### src/rtl/frame_loader.sv
// frame_loader
//   Byte-stream to Wishbone frame writer. Hunts for a SYNC byte, buffers the
//   32 data bytes that follow, and compares the next byte against the running
//   XOR of the data. A matching frame is written as an 8-word pipelined
//   Wishbone burst to word addresses 0..7. Bad or stalled frames are dropped
//   whole, so the slave sees either a complete frame or nothing.
//
//   State table
//     state    | meaning
//     ST_HUNT  | discarding bytes until SYNC_BYTE
//     ST_DATA  | storing the 32 data bytes, accumulating the XOR checksum
//     ST_CHECK | waiting for the checksum byte
//     ST_WRITE | Wishbone burst in flight, byte input held off
//
// Ports
//   clk, reset_n                 clock, synchronous active-low reset
//   i_byte, i_byte_valid         byte stream in
//   o_byte_ready                 byte accepted when valid && ready
//   o_frame_ok / o_frame_err     1-clk result pulses
//   o_busy                       high outside ST_HUNT
//   o_wb_*, i_wb_*               pipelined Wishbone write master
module frame_loader #(
  parameter logic [7:0] SYNC_BYTE      = 8'hA5,
  parameter int         TIMEOUT_CYCLES = 1_000_000,
  parameter int         TIMEOUT_W      = 20
) (
  input  logic        clk,
  input  logic        reset_n,
  input  logic [7:0]  i_byte,
  input  logic        i_byte_valid,
  output logic        o_byte_ready,
  output logic        o_frame_ok,
  output logic        o_frame_err,
  output logic        o_busy,
  output logic        o_wb_cyc,
  output logic        o_wb_stb,
  output logic        o_wb_we,
  output logic [2:0]  o_wb_addr,
  output logic [3:0]  o_wb_sel,
  output logic [31:0] o_wb_wdata,
  input  logic        i_wb_ack,
  input  logic        i_wb_stall,
  input  logic [31:0] i_wb_rdata
);

  typedef enum logic [1:0] {
    ST_HUNT  = 2'd0,
    ST_DATA  = 2'd1,
    ST_CHECK = 2'd2,
    ST_WRITE = 2'd3
  } state_t;

  localparam logic [TIMEOUT_W-1:0] TMO_LAST = TIMEOUT_W'(TIMEOUT_CYCLES - 1);

  state_t               state_q, state_d;
  logic [4:0]           idx_q, idx_d;
  logic [7:0]           csum_q, csum_d;
  logic [TIMEOUT_W-1:0] tmo_q, tmo_d;
  logic [3:0]           iss_q, iss_d;
  logic [3:0]           ack_q, ack_d;
  logic                 cyc_q, cyc_d;
  logic                 stb_q, stb_d;
  logic                 ok_q, ok_d;
  logic                 err_q, err_d;
  logic [7:0][31:0]     buf_q, buf_d;

  logic accept;
  logic unused_rdata;

  assign unused_rdata = ^i_wb_rdata;

  assign o_byte_ready = (state_q != ST_WRITE);
  assign accept       = i_byte_valid && o_byte_ready;

  always_comb begin
    state_d = state_q;
    idx_d   = idx_q;
    csum_d  = csum_q;
    tmo_d   = tmo_q;
    iss_d   = iss_q;
    ack_d   = ack_q;
    cyc_d   = cyc_q;
    stb_d   = stb_q;
    buf_d   = buf_q;
    ok_d    = 1'b0;
    err_d   = 1'b0;

    case (state_q)
      ST_HUNT: begin
        tmo_d = '0;
        if (accept && (i_byte == SYNC_BYTE)) begin
          state_d = ST_DATA;
          idx_d   = '0;
          csum_d  = '0;
        end
      end

      ST_DATA: begin
        if (accept) begin
          // byte k lands in word k/4, lane k%4 (first byte is LSB of word 0)
          buf_d[idx_q[4:2]][{idx_q[1:0], 3'b000} +: 8] = i_byte;
          csum_d = csum_q ^ i_byte;
          idx_d  = idx_q + 5'd1;
          tmo_d  = '0;
          if (idx_q == 5'd31) state_d = ST_CHECK;
        end else if (tmo_q == TMO_LAST) begin
          err_d   = 1'b1;
          state_d = ST_HUNT;
          tmo_d   = '0;
        end else begin
          tmo_d = tmo_q + 1'b1;
        end
      end

      ST_CHECK: begin
        if (accept) begin
          tmo_d = '0;
          if (i_byte == csum_q) begin
            state_d = ST_WRITE;
            cyc_d   = 1'b1;
            stb_d   = 1'b1;
            iss_d   = '0;
            ack_d   = '0;
          end else begin
            err_d   = 1'b1;
            state_d = ST_HUNT;
          end
        end else if (tmo_q == TMO_LAST) begin
          err_d   = 1'b1;
          state_d = ST_HUNT;
          tmo_d   = '0;
        end else begin
          tmo_d = tmo_q + 1'b1;
        end
      end

      ST_WRITE: begin
        if (stb_q && !i_wb_stall) begin
          iss_d = iss_q + 4'd1;
          if (iss_q == 4'd7) stb_d = 1'b0;
        end
        // acks may arrive in the same cycle as an issue; count them regardless
        if (i_wb_ack) begin
          ack_d = ack_q + 4'd1;
          if (ack_q == 4'd7) begin
            cyc_d   = 1'b0;
            stb_d   = 1'b0;
            ok_d    = 1'b1;
            state_d = ST_HUNT;
          end
        end
      end

      default: state_d = ST_HUNT;
    endcase
  end

  always_ff @(posedge clk) begin
    if (!reset_n) begin
      state_q <= ST_HUNT;
      idx_q   <= '0;
      csum_q  <= '0;
      tmo_q   <= '0;
      iss_q   <= '0;
      ack_q   <= '0;
      cyc_q   <= 1'b0;
      stb_q   <= 1'b0;
      ok_q    <= 1'b0;
      err_q   <= 1'b0;
    end else begin
      state_q <= state_d;
      idx_q   <= idx_d;
      csum_q  <= csum_d;
      tmo_q   <= tmo_d;
      iss_q   <= iss_d;
      ack_q   <= ack_d;
      cyc_q   <= cyc_d;
      stb_q   <= stb_d;
      ok_q    <= ok_d;
      err_q   <= err_d;
    end
  end

  // frame buffer is pure datapath; only written while in ST_DATA
  always_ff @(posedge clk) begin
    buf_q <= buf_d;
  end

  assign o_frame_ok  = ok_q;
  assign o_frame_err = err_q;
  assign o_busy      = (state_q != ST_HUNT);
  assign o_wb_cyc    = cyc_q;
  assign o_wb_stb    = stb_q;
  assign o_wb_we     = cyc_q;
  assign o_wb_sel    = cyc_q ? 4'hF : 4'h0;
  assign o_wb_addr   = stb_q ? iss_q[2:0] : 3'd0;
  assign o_wb_wdata  = stb_q ? buf_q[iss_q[2:0]] : 32'd0;

endmodule
### config.mk
export PLATFORM = sky130hd
export DESIGN_NAME = frame_loader
export DESIGN_NICKNAME = d
export VERILOG_FILES = /design/src/rtl/frame_loader.sv
export SDC_FILE = /design/constraint.sdc
export NUM_CORES = 1
export LEC_CHECK = 0
export CORE_MARGIN = 2
export CORE_UTILIZATION = 40
export DETAILED_ROUTE_END_ITERATION = 12
export GPL_TIMING_DRIVEN = 0
export PLACE_DENSITY_LB_ADDON = 0.2
export SYNTH_ARGS = -nofsm -noshare
export SYNTH_HDL_FRONTEND = slang
export SYNTH_SLANG_ARGS = --single-unit
### constraint.sdc
create_clock -name clk -period 2.5 [get_ports clk]
set_input_delay 0.5 -clock clk [delete_from_list [all_inputs] [get_ports clk]]
set_output_delay 0.5 -clock clk [all_outputs]
set_load 0.02 [all_outputs]
==> results of run 1 <==
layer usage:
metal	up-vias	global-route usage, %	part of all wire, %
met5	-	0	0.043
met4	2	5.60	2.2
met3	52	3.31	4.8
met2	171	28.8	48
met1	3704	24.6	45
li1	3335	-	-
synthesized netlist by cell type, types with 4 or more instances:
master,n
a21oi_1,12
xnor2_1,12
ha_1,16
inv_1,18
buf_2,8
and2_1,27
clkbuf_1,21
dfxtp_1,47
nand3b_1,17
edfxtp_1,256
nand2_1,36
mux4_2,64
nand4_1,7
a21boi_0,6
nor2b_1,35
xor2_1,19
o21ai_0,8
o22ai_1,9
nand2b_1,4
buf_4,11
nor3b_1,6
nor4_1,12
nor2_1,68
and3_1,5
nand3_1,7
nor3_1,6
mux2i_1,34
timing repair:
item,in CTS,in global routing
cloned,3,2
buffers inserted,13,19
pin swaps,5,16
setup endpoints to repair,516,487
gates resized for setup,267,58
hold endpoints to repair,0,0
logic make-up after synthesis:
group,after synthesis,synth area share (%)
mux,98,13.8
simple gates,252,10.9
fa+ha+maj,16,1.55
compound gates,48,2.52
flops,303,66.9
xor+xnor,31,2.10
buf+inv,62,2.27
worst min-delay path: cells and delay by family, from the launching register on:
| family | cells | cell delay, ps |
|---|---|---|
| flip-flops | 1 | 330 |
| AND/OR/NAND/NOR | 1 | 60 |
| AO/OA/AOI/OAI | 1 | 60 |
worst min path at each step:
| stage | startpoint | end | slack, ps |
|---|---|---|---|
| 2_1_floorplan | csum_q[0]$_SDFFE_PN0P_ | csum_q[0]$_SDFFE_PN0P_ | 470 |
| 3_3_place_gp | csum_q[7]$_SDFFE_PN0P_ | csum_q[7]$_SDFFE_PN0P_ | 480 |
| 3_5_place_dp | csum_q[7]$_SDFFE_PN0P_ | csum_q[7]$_SDFFE_PN0P_ | 490 |
| 4_1_cts | csum_q[7]$_SDFFE_PN0P_ | csum_q[7]$_SDFFE_PN0P_ | 490 |
| 5_1_grt | csum_q[3]$_SDFFE_PN0P_ | csum_q[3]$_SDFFE_PN0P_ | 510 |
| 6_report | csum_q[3]$_SDFFE_PN0P_ | csum_q[3]$_SDFFE_PN0P_ | 490 |
power by group through the flow:
stage	clock (mW)	sequential (mW)	combinational, mW
5_1_grt	4.96	5.53	0.949
4_1_cts	4.76	5.52	0.814
3_5_place_dp	0	5.63	0.766
3_3_place_gp	0	5.63	0.765
6_report	4.67	5.52	0.874
2_1_floorplan	0	5.62	0.529
state kept, by name (all words and copies together) (netlist names):
name and count:
state_q 2, csum_q 8, o_frame_err 1, buf_q 256, o_frame_ok 1, o_wb_stb 1, ack_q 4, o_wb_cyc 1
tmo_q 20, idx_q 5, iss_q 4
layout make-up:
class                   count  area, um2  area share (%)
well taps                 402        503            3.12
multi-input cells         445       4440            27.6
plain buffers              42        378            2.35
clock inverters            12        114           0.707
flip-flops and latches    303       8640            53.6
repair buffers             92       1040            6.46
clock buffers              46        917            5.70
inverters                  18       67.6           0.420
stage by stage:
step | hold WS (ps) | TNS, ps | worst slack (ps)
4_1_cts | 493 | -37680 | -215
3_5_place_dp | 485 | -217420 | -731
5_1_grt | 514 | -6700 | -291
2_1_floorplan | 466 | 0 | 368
3_3_place_gp | 476 | -207790 | -716
6_report | 495 | -4060 | -199
==> results.md, run 1 <==
- Run status: complete, but fails checks
- Violated checks: negative setup slack
- Cell taking the most area after synthesis: edfxtp_1
- Root Buffer: clkbuf_16
- DRC errors left: 0
- Non-filler cells in the finished layout: 1360
- Number of storage elements in the synthesis netlist: 303
- Routed length per instance: between 20 and 25 um
- Most repeated library cell on the critical path: buf_12
- Critical Path End: o_wb_wdata[21]
- Number of stages on the worst hold path: 2
- Cell area after layout: between 15000 and 20000 um2
- Crit path depth: 7
- Clock tree from TritonCTS: built
- Proportion of register bits with asynchronous set or reset after synthesis: 0%
- Post-route ant nets: 0
- Critical path required time: approximately 2000 ps
- Core region area: 31600 um2
- Net count after synthesis: slightly below 900
- Number of hold-repair buffers added at the cts stage: 0
- Slew margin rel.: between 50 and 60%
- Share of Yosys cell area claimed by the top area cell type: between 50 and 60%
- Slowest stage cell on the critical path: mux4_2
- Number of cell rows: 65
- Top post-synthesis cells by area: edfxtp_1 60%, mux4_2 11%, dfxtp_1 7.3%
- Post-route core utilization: 50.9%
- CP max FO: 6
- Number of top-level pins: 91
- Class of the tightest hold or removal check: reg -> reg
- Area growth, synth to finish: 24.8%
- Number of enable-type register cells in the synthesized netlist: 256
- DIE HEIGHT: 184 um
- P_leak: ~5.3 nW
- Clock tree skew after final layout: 26.4 ps
- Clock latency of the later-clocked register in the worst-skew pair: 510 ps
- Gpl congestion: 0.828
- Sum of internal, switching and leakage power: 11.1 mW
- Warnings, synthesis: 0
- Via count of the first global-routing pass: 7424
- Die width: 184 um
- Wire length of the first global-routing pass: around 45 mm
- Transition time at the pin with the least slew margin: 637 ps
- Final number of max-transition violations: 0
- Setup repair after global routing missed its margin: true
- Worst Setup Start Kind: register
- Synthesized instance count: between 800 and 900
- Per-instance average area after synthesis: approximately 16 um2
- Proportion of total power due to net switching: 22.5%
- Cell breakdown of the critical path: buf_12 -> buf_12 -> buf_12 -> mux4_2 -> mux2i_2 -> nor2b_1 -> buf_2
- Sequential element share of the synthesized area: 66.9%
- Count of final setup violators: 32
- Maximum number of pins on one net before global-route repair: 15
- Sequential share of power: 49.9%
- Die Outline Area: 33700 um2
- Post-detailed-placement half-perimeter wirelength: 18.7 mm
- Routed wire length: 29.9 mm
- Leading cell type in the layout, fill and taps excluded: edfxtp_1
- Clock buffer count from CTS: 34
- PwrDens: roughly 690 nW/um2
- Number of cells on the worst reg-to-reg path: 7
- Final worst path period need: about 2700 ps
- # H-tree levels: 2
- Part of the power in the clock network: 42.2%
- Initial core utilization: around two fifths
- Per-cell via count in the routed design: 5.34
- Data arrival, critical path: ~2200 ps
- Internal power component: ~8.6 mW
- Remaining global-route overflow: 0
- Buffer depth of the longest clock path: 3
- Number of clock sinks seen by CTS: 303
- Critical path endpoint category: primary output
- Buffer and inverter count on the worst path: 4
- Minimum setup slack in the final design: -199 ps
- Distinct cells, synth: 55
- Worst reg2reg endpoint: buf_q[226]$_DFFE_PP_
- Share of layout cells above drive strength 1: 30.9%
- Register-to-register setup slack: 60 ps
- Worst vdd ir: 602 uV
- Sw Pwr: 2.49 mW
- Category of the most critical setup path: reg -> out
- Antenna violations before repair: 1
- Number of antenna repair diodes: 0
- Final hold violation count: 0
- Top library cells by usage in the layout, fill and taps aside: 256 x edfxtp_1, 64 x mux4_2, 43 x dfxtp_1
- R2R Path Start: idx_q[0]$_SDFFE_PN0P_
- Cell Area, Placed: 14000 um2
- Number of maximum-capacitance violations: 0
- Biggest cell delay along the critical path: between 400 and 500 ps
- Part of the cycle the worst path needs: 108%
- Final nets: between 900 and 1000
- Iteration-0 DRC count of the detailed router: 503
- Area of the mapped netlist: 12900 um2
- Source of the critical timing path: iss_q[0]$_SDFFE_PN0P_
- Clock-pin slew on the worst setup and hold paths: 60 ps
- I/O Buffers: 57
- Routed via count: 7264
- Detailed-router iteration count before antenna repair: 6
- Dominant synthesized flop cell: edfxtp_1
- Placed Cells incl. Taps: 1269
- Fraction of power consumed by combinational cells: 7.9%
- Layout fillers: 2596
- GRT Total Usage: 17.8%
- Maximum achievable frequency: 0.371 GHz
- Family with the most delay on the worst path: multiplexers
Note: power is estimated with default switching activity, not from simulation.
==> run 2, diff against run 1 <==
- clock period: 2.5 -> 2.95 ns (I/O delays scaled with it)
==> run 2 against run 1 <==
- final area fell by 5.7%
- sequential cell count did not move
- clock-buffer cell count did not move
- power fell by 16%
- clock skew fell by 2.7 ps
- sequential power fell by 15%
- critical path depth fell by 2
- cell count fell by 2.4%
- sequential share of layout area rose by 3.2 points
- via count fell by 2.6%
- the run still ends with negative setup slack left
==> results.md, run 2 (synthesis gave the netlist of run 1 again) <==
- Run status: complete, but fails checks
- Violated checks: negative setup slack
- Routed via count: 7078 (-2.6%)
- Top library cells by usage in the layout, fill and taps aside: 256 x edfxtp_1, 64 x mux4_2, 48 x nor2_1
- Number of clock sinks seen by CTS: 303 (unchanged)
- Core region area: 31600 um2 (unchanged)
- Register with the most flip-flops: buf_q
- Gpl congestion: 0.828 (unchanged)
- Leading cell type in the layout, fill and taps excluded: edfxtp_1
- Critical path endpoint category: register
- Antenna violations before repair: 1 (unchanged)
- Class of the tightest hold or removal check: reg -> reg
- Die Outline Area: 33700 um2 (unchanged)
- Number of cell rows: 65 (unchanged)
- Clock-pin slew on the worst setup and hold paths: 60 ps (about the same)
- Via count of the first global-routing pass: 7284 (-1.9%)
- Min-delay src: csum_q[3]$_SDFFE_PN0P_
- DRC errors left: 0 (unchanged)
- Critical Path End: buf_q[92]$_DFFE_PP_
- Layout fillers: 2713 (+4.5%)
- Cell Area, Placed: 14000 um2 (unchanged)
- Iteration-0 DRC count of the detailed router: 512 (+1.8%)
- I/O Buffers: 57 (unchanged)
- Register-to-register setup slack: -120 ps (-180 ps)
- Slew margin rel.: 16.0% (-41 points)
- Worst Setup Start Kind: register
- Number of maximum-capacitance violations: 0 (unchanged)
- Final hold violation count: 0 (unchanged)
- Largest registers: buf_q: 256 flops, tmo_q: 20 flops, csum_q: 8 flops
- Largest register FFs: 256 (unchanged)
- Place WS: -371 ps (+360 ps)
- Share of layout cells above drive strength 1: 21.1% (-9.8 points)
- Per-cell via count in the routed design: 5.33 (-0.14%)
- Critical path required time: 3070 ps (+1070 ps)
- DIE HEIGHT: 184 um (unchanged)
- Clock tree from TritonCTS: built
- Root Buffer: clkbuf_16
- R2R Path Start: idx_q[0]$_SDFFE_PN0P_
- Final nets: 964 (-3.3%)
- Data arrival, critical path: 3190 ps (+990 ps)
- Number of antenna repair diodes: 0 (unchanged)
- Category of the most critical setup path: reg -> reg
- Post-detailed-placement half-perimeter wirelength: 18.7 mm (unchanged)
- Minimum setup slack in the final design: -120 ps (+78.7 ps)
- Remaining global-route overflow: 0 (unchanged)
- PwrDens: 612 nW/um2 (-11%)
- Detailed-router iteration count before antenna repair: 4 (-2)
- GRT Total Usage: 17.4% (-0.47 points)
- Count of final setup violators: 40 (+25%)
- Number of top-level pins: 91 (unchanged)
- Routed wire length: 28.3 mm (-5.2%)
- Die width: 184 um (unchanged)
- Worst reg2reg endpoint: buf_q[92]$_DFFE_PP_
- Buffer depth of the longest clock path: 3 (unchanged)
- Post-route ant nets: 0 (unchanged)
- Area growth, synth to finish: 17.7%
- Maximum number of pins on one net before global-route repair: 15 (unchanged)
- Cell area after layout: 15200 um2 (-5.7%)
- Clock buffer count from CTS: 34 (unchanged)
- Initial core utilization: 40.8% (unchanged)
- Worst vdd ir: 505 uV (-16%)
- Setup repair after global routing missed its margin: true
- CP max FO: 12 (+6)
- Wire length of the first global-routing pass: 43.6 mm (-2.3%)
- # H-tree levels: 2 (unchanged)
- Maximum achievable frequency: 0.326 GHz
- Final worst path period need: 3070 ps
- Final number of max-transition violations: 0 (unchanged)
- P_leak: 5.01 nW (-4.6%)
- Transition time at the pin with the least slew margin: 1250 ps (+611 ps)
- Part of the cycle the worst path needs: 104%
- Clock latency of the later-clocked register in the worst-skew pair: 510 ps (about the same)
- Source of the critical timing path: idx_q[0]$_SDFFE_PN0P_
- Number of cells on the worst reg-to-reg path: 5 (-2)
- Routed length per instance: 21.4 um (-2.8%)
- Clock tree skew after final layout: 23.6 ps (-2.74 ps)
-- run 2: power by group --
part           internal (mW)  switching [mW]  leakage (nW)
Sequential              4.66          0.0264          2.85
Combinational          0.230           0.437          1.66
Clock                   2.35            1.60         0.504
-- run 2: how the worst min path moves through the flow --
stage / endpoint / slack, ps / depth (start not counted)
global placement: csum_q[7]$_SDFFE_PN0P_ / 480 / 2
CTS: csum_q[7]$_SDFFE_PN0P_ / 490 / 2
finish: csum_q[3]$_SDFFE_PN0P_ / 490 / 2
detailed placement: csum_q[7]$_SDFFE_PN0P_ / 490 / 2
floorplan: csum_q[0]$_SDFFE_PN0P_ / 470 / 2
global route: csum_q[3]$_SDFFE_PN0P_ / 510 / 2
-- run 2: layout make-up --
class	count	area, um2	share of cell area, %
inverters	18	67.6	0.445
multi-input cells	445	4080	26.8
clock buffers	46	917	6.04
well taps	402	503	3.31
plain buffers	42	324	2.13
flip-flops and latches	303	8630	56.8
clock inverters	12	114	0.750
repair buffers	59	552	3.63
-- run 2: critical path, cell delays in order, from the launching register on --
cell,delay [ps]
dfxtp_1,400
inv_1,110
clkbuf_1,470
ha_1,350
clkbuf_1,260
nor4_1,1100
-- run 2: per-layer routing --
metal / up-vias / wire, um / GRT usage [%]
li1: 3277 / - / -
met1: 3605 / 12900 / 24.5
met2: 158 / 13700 / 28.1
met3: 36 / 1250 / 2.95
met4: 2 / 477 / 4.70
met5: - / 13 / 0
-- run 2: timing repair --
item	4_1_cts	5_1_grt
setup endpoints to repair	123	328
hold buffers	0	0
resized for setup	70	55
buffers inserted	2	0
-- run 2: through the flow --
step	hold WS (ps)	setup TNS, ps	instances	utilization [%]	total power [mW]
floorplan	466	0	810	-	5.21
global placement	476	-39830	1269	44.2	5.42
detailed placement	485	-40200	1269	44.2	5.42
CTS	493	-2130	1327	47.8	9.38
global route	514	-29920	1327	48.0	9.61
finish	494	-2260	1327	48.0	9.30
==> run 3, diff against run 2 <==
- DONT_BUFFER_PORTS: default -> 1
==> run 3 against run 2 <==
- the flow still finishes with violations (negative setup slack)
- non-clock buffer count fell by 58
- critical path depth did not move
- register-to-register slack got worse by 100 ps
- wire length fell by 0.40%
- first-iteration DRC count rose by 22%
- cell count fell by 4.1%
- clock skew fell by 12 ps
- critical endpoint is now buf_q[152]$_DFFE_PP_
==> results.md, run 3 (synthesis gave the netlist of run 1 again) <==
- Final worst path period need: 3170 ps (+102 ps)
- Post-detailed-placement half-perimeter wirelength: 18.4 mm (-1.7%)
- Run status: complete, but fails checks
- Clock-pin slew on the worst setup and hold paths: 60 ps (about the same)
- Initial core utilization: 40.8% (unchanged)
- Violated checks: negative setup slack
- Critical path required time: 3050 ps (-20 ps)
- Maximum number of pins on one net before global-route repair: 14 (-1)
- Post-route ant nets: 0 (unchanged)
- Number of maximum-capacitance violations: 0 (unchanged)
- Fraction of power consumed by combinational cells: 6.5% (-0.7 points)
- Cell breakdown of the critical path: inv_1 -> clkbuf_1 -> ha_1 -> clkbuf_1 -> nor4_1
- Maximum achievable frequency: 0.315 GHz (-3.2%)
- Die width: 184 um (unchanged)
- Final nets: 906 (-6.0%)
- Detailed-router iteration count before antenna repair: 4 (unchanged)
- Setup repair after global routing missed its margin: true
- Share of layout cells above drive strength 1: 21.5% (+0.41 points)
- # H-tree levels: 2 (unchanged)
- Root Buffer: clkbuf_16
- Proportion of total power due to net switching: 22.1% (-0.063 points)
- PwrDens: 636 nW/um2 (+4.0%)
- Data arrival, critical path: 3280 ps (+90 ps)
- Most repeated library cell on the critical path: clkbuf_1
- Non-filler cells in the finished layout: 1273 (-4.1%)
- Die Outline Area: 33700 um2 (unchanged)
- Routed via count: 6774 (-4.3%)
- Clock buffer count from CTS: 34 (unchanged)
- Final number of max-transition violations: 0 (unchanged)
- Routed length per instance: 22.2 um (+3.8%)
- Largest registers: buf_q: 256 flops, tmo_q: 20 flops, csum_q: 8 flops
- Final hold violation count: 0 (unchanged)
- Slowest stage cell on the critical path: nor4_1
- DRC errors left: 0 (unchanged)
- Wire length of the first global-routing pass: 43.3 mm (-0.78%)
- I/O Buffers: 0 (-100%)
- Number of top-level pins: 91 (unchanged)
- Largest register FFs: 256 (unchanged)
- Core region area: 31600 um2 (unchanged)
- GRT Total Usage: 17.3% (-0.10 points)
- Buffer depth of the longest clock path: 3 (unchanged)
- Leading cell type in the layout, fill and taps excluded: edfxtp_1
- Gpl congestion: 0.807 (-2.5%)
- Met1 Resource Use GR: 24.7% (+0.27 points)
- Via count of the first global-routing pass: 7016 (-3.7%)
- Part of the power in the clock network: 43.1% (+0.6 points)
- Slew margin rel.: 5.58% (-10 points)
- Sw Pwr: 2.05 mW (-0.35%)
- Routed wire length: 28.2 mm (-0.40%)
- Clock tree from TritonCTS: built
- Count of final setup violators: 72 (+80%)
- Global routing met2 resource utilization: 26.9% (-1.2 points)
- Placed Cells incl. Taps: 1212 (-4.5%)
- Total setup buffers inserted after CTS: 0 (-2)
- Number of cell rows: 65 (unchanged)
- Minimum setup slack in the final design: -222 ps (-102 ps)
- CP max FO: 12 (unchanged)
- Part of the cycle the worst path needs: 108% (+3.5 points)
- Global Route met3 Usage: 3.19% (+0.24 points)
- Clock latency of the later-clocked register in the worst-skew pair: 510 ps (about the same)
- Internal power component: 7.24 mW (about the same)
- Remaining global-route overflow: 0 (unchanged)
- Worst Setup Start Kind: register
- Transition time at the pin with the least slew margin: 1400 ps (+156 ps)
- Family with the most delay on the worst path: simple AND/OR/NAND/NOR gates
- Number of clock sinks seen by CTS: 303 (unchanged)
- Per-cell via count in the routed design: 5.32 (-0.24%)
- Worst vdd ir: 500 uV (-1.0%)
- Buffer and inverter count on the worst path: 3 (unchanged)
- Grt peak-use layer: met2
- Category of the most critical setup path: reg -> reg
- Top library cells by usage in the layout, fill and taps aside: 256 x edfxtp_1, 64 x mux4_2, 50 x nor2_1
- Sequential share of power: 50.4% (about the same)
- Class of the tightest hold or removal check: in -> reg
- Biggest cell delay along the critical path: 1210 ps (+110 ps)
- Antenna violations before repair: 0 (-1)
- P_leak: 4.64 nW (-7.4%)
- Area growth, synth to finish: 13.2%
- Clock tree skew after final layout: 12.1 ps (-11.6 ps)
- Place WS: -106 ps (+265 ps)
- Register with the most flip-flops: buf_q
- DIE HEIGHT: 184 um (unchanged)
- Critical path endpoint category: register
- Iteration-0 DRC count of the detailed router: 624 (+22%)
[run 3: changes by cell type in the layout (fill, tap and decap cells not counted), moves of 3 or more]
cell,before,now
clkdlybuf4s15_1,7,0
clkbuf_2,13,6
clkinv_2,6,9
buf_12,5,0
mux2i_2,6,0
dlymetal6s2s_1,4,0
nor2b_1,35,26
mux2i_1,28,34
clkinv_1,2,6
clkdlybuf4s50_1,25,0
clkbuf_1,23,20
nor2b_2,0,9
dlygate4sd2_1,13,0
[run 3: layout make-up]
type	count	area (um2)
fill	2746	17000
sequential	303	8630
multi-input combinational	445	4060
clock buffer	45	966
tap	402	503
buffer	42	264
clock inverter	16	97.6
inverter	18	67.6
timing repair buffer	1	5.00
antenna	1	2.50
[run 3: worst reg2reg max path: cells and delay by family (launching register included)]
family,cells,cell delay (ps)
adders and majority gates,1,350
buffers and inverters,3,820
DFF,1,400
and+or+nand+nor,1,1210
[run 3: final timing paths]
check	endpoint	from	slack, ps	cells past startpoint
setup reg to reg	buf_q[152]$_DFFE_PP_	idx_q[0]$_SDFFE_PN0P_	-220	5
hold reg to reg	csum_q[5]$_SDFFE_PN0P_	csum_q[5]$_SDFFE_PN0P_	500	2
setup / recovery	buf_q[152]$_DFFE_PP_	idx_q[0]$_SDFFE_PN0P_	-220	5
hold / removal	csum_q[7]$_SDFFE_PN0P_	i_byte[7]	270	2
[run 3: metal layers]
layer  wire, um  up-vias
li1           -     3163
met1      13200     3428
met2      13100      145
met3       1380       38
met4        554        0
met5          0        -
[run 3: power by group through the flow]
stage / registers [mW] / clock network [mW] / logic (mW)
after global routing: 4.69 / 4.26 / 0.676
after floorplan: 4.77 / 0 / 0.448
after CTS: 4.68 / 4.09 / 0.596
final: 4.68 / 4.00 / 0.607
after global placement: 4.77 / 0 / 0.589
after detailed placement: 4.77 / 0 / 0.592
[run 3: per-stage QoR]
stage / hold WS, ps / setup TNS [ps] / utilization [%] / power, mW / instance area, um2
4_1_cts: 246 / -2080 / 45.9 / 9.37 / 14500
5_1_grt: 250 / -38880 / 46.1 / 9.62 / 14600
2_1_floorplan: 466 / 0 / - / 5.21 / 12900
6_report: 265 / -4750 / 46.1 / 9.29 / 14600
3_3_place_gp: 477 / -200 / 42.4 / 5.36 / 13400
3_5_place_dp: 481 / -1230 / 42.4 / 5.37 / 13400
[run 3: repair_timing]
action                                  CTS  global route
hold buffers                              0             0
resized for setup                        26            26
endpoints found under the setup margin   75           298
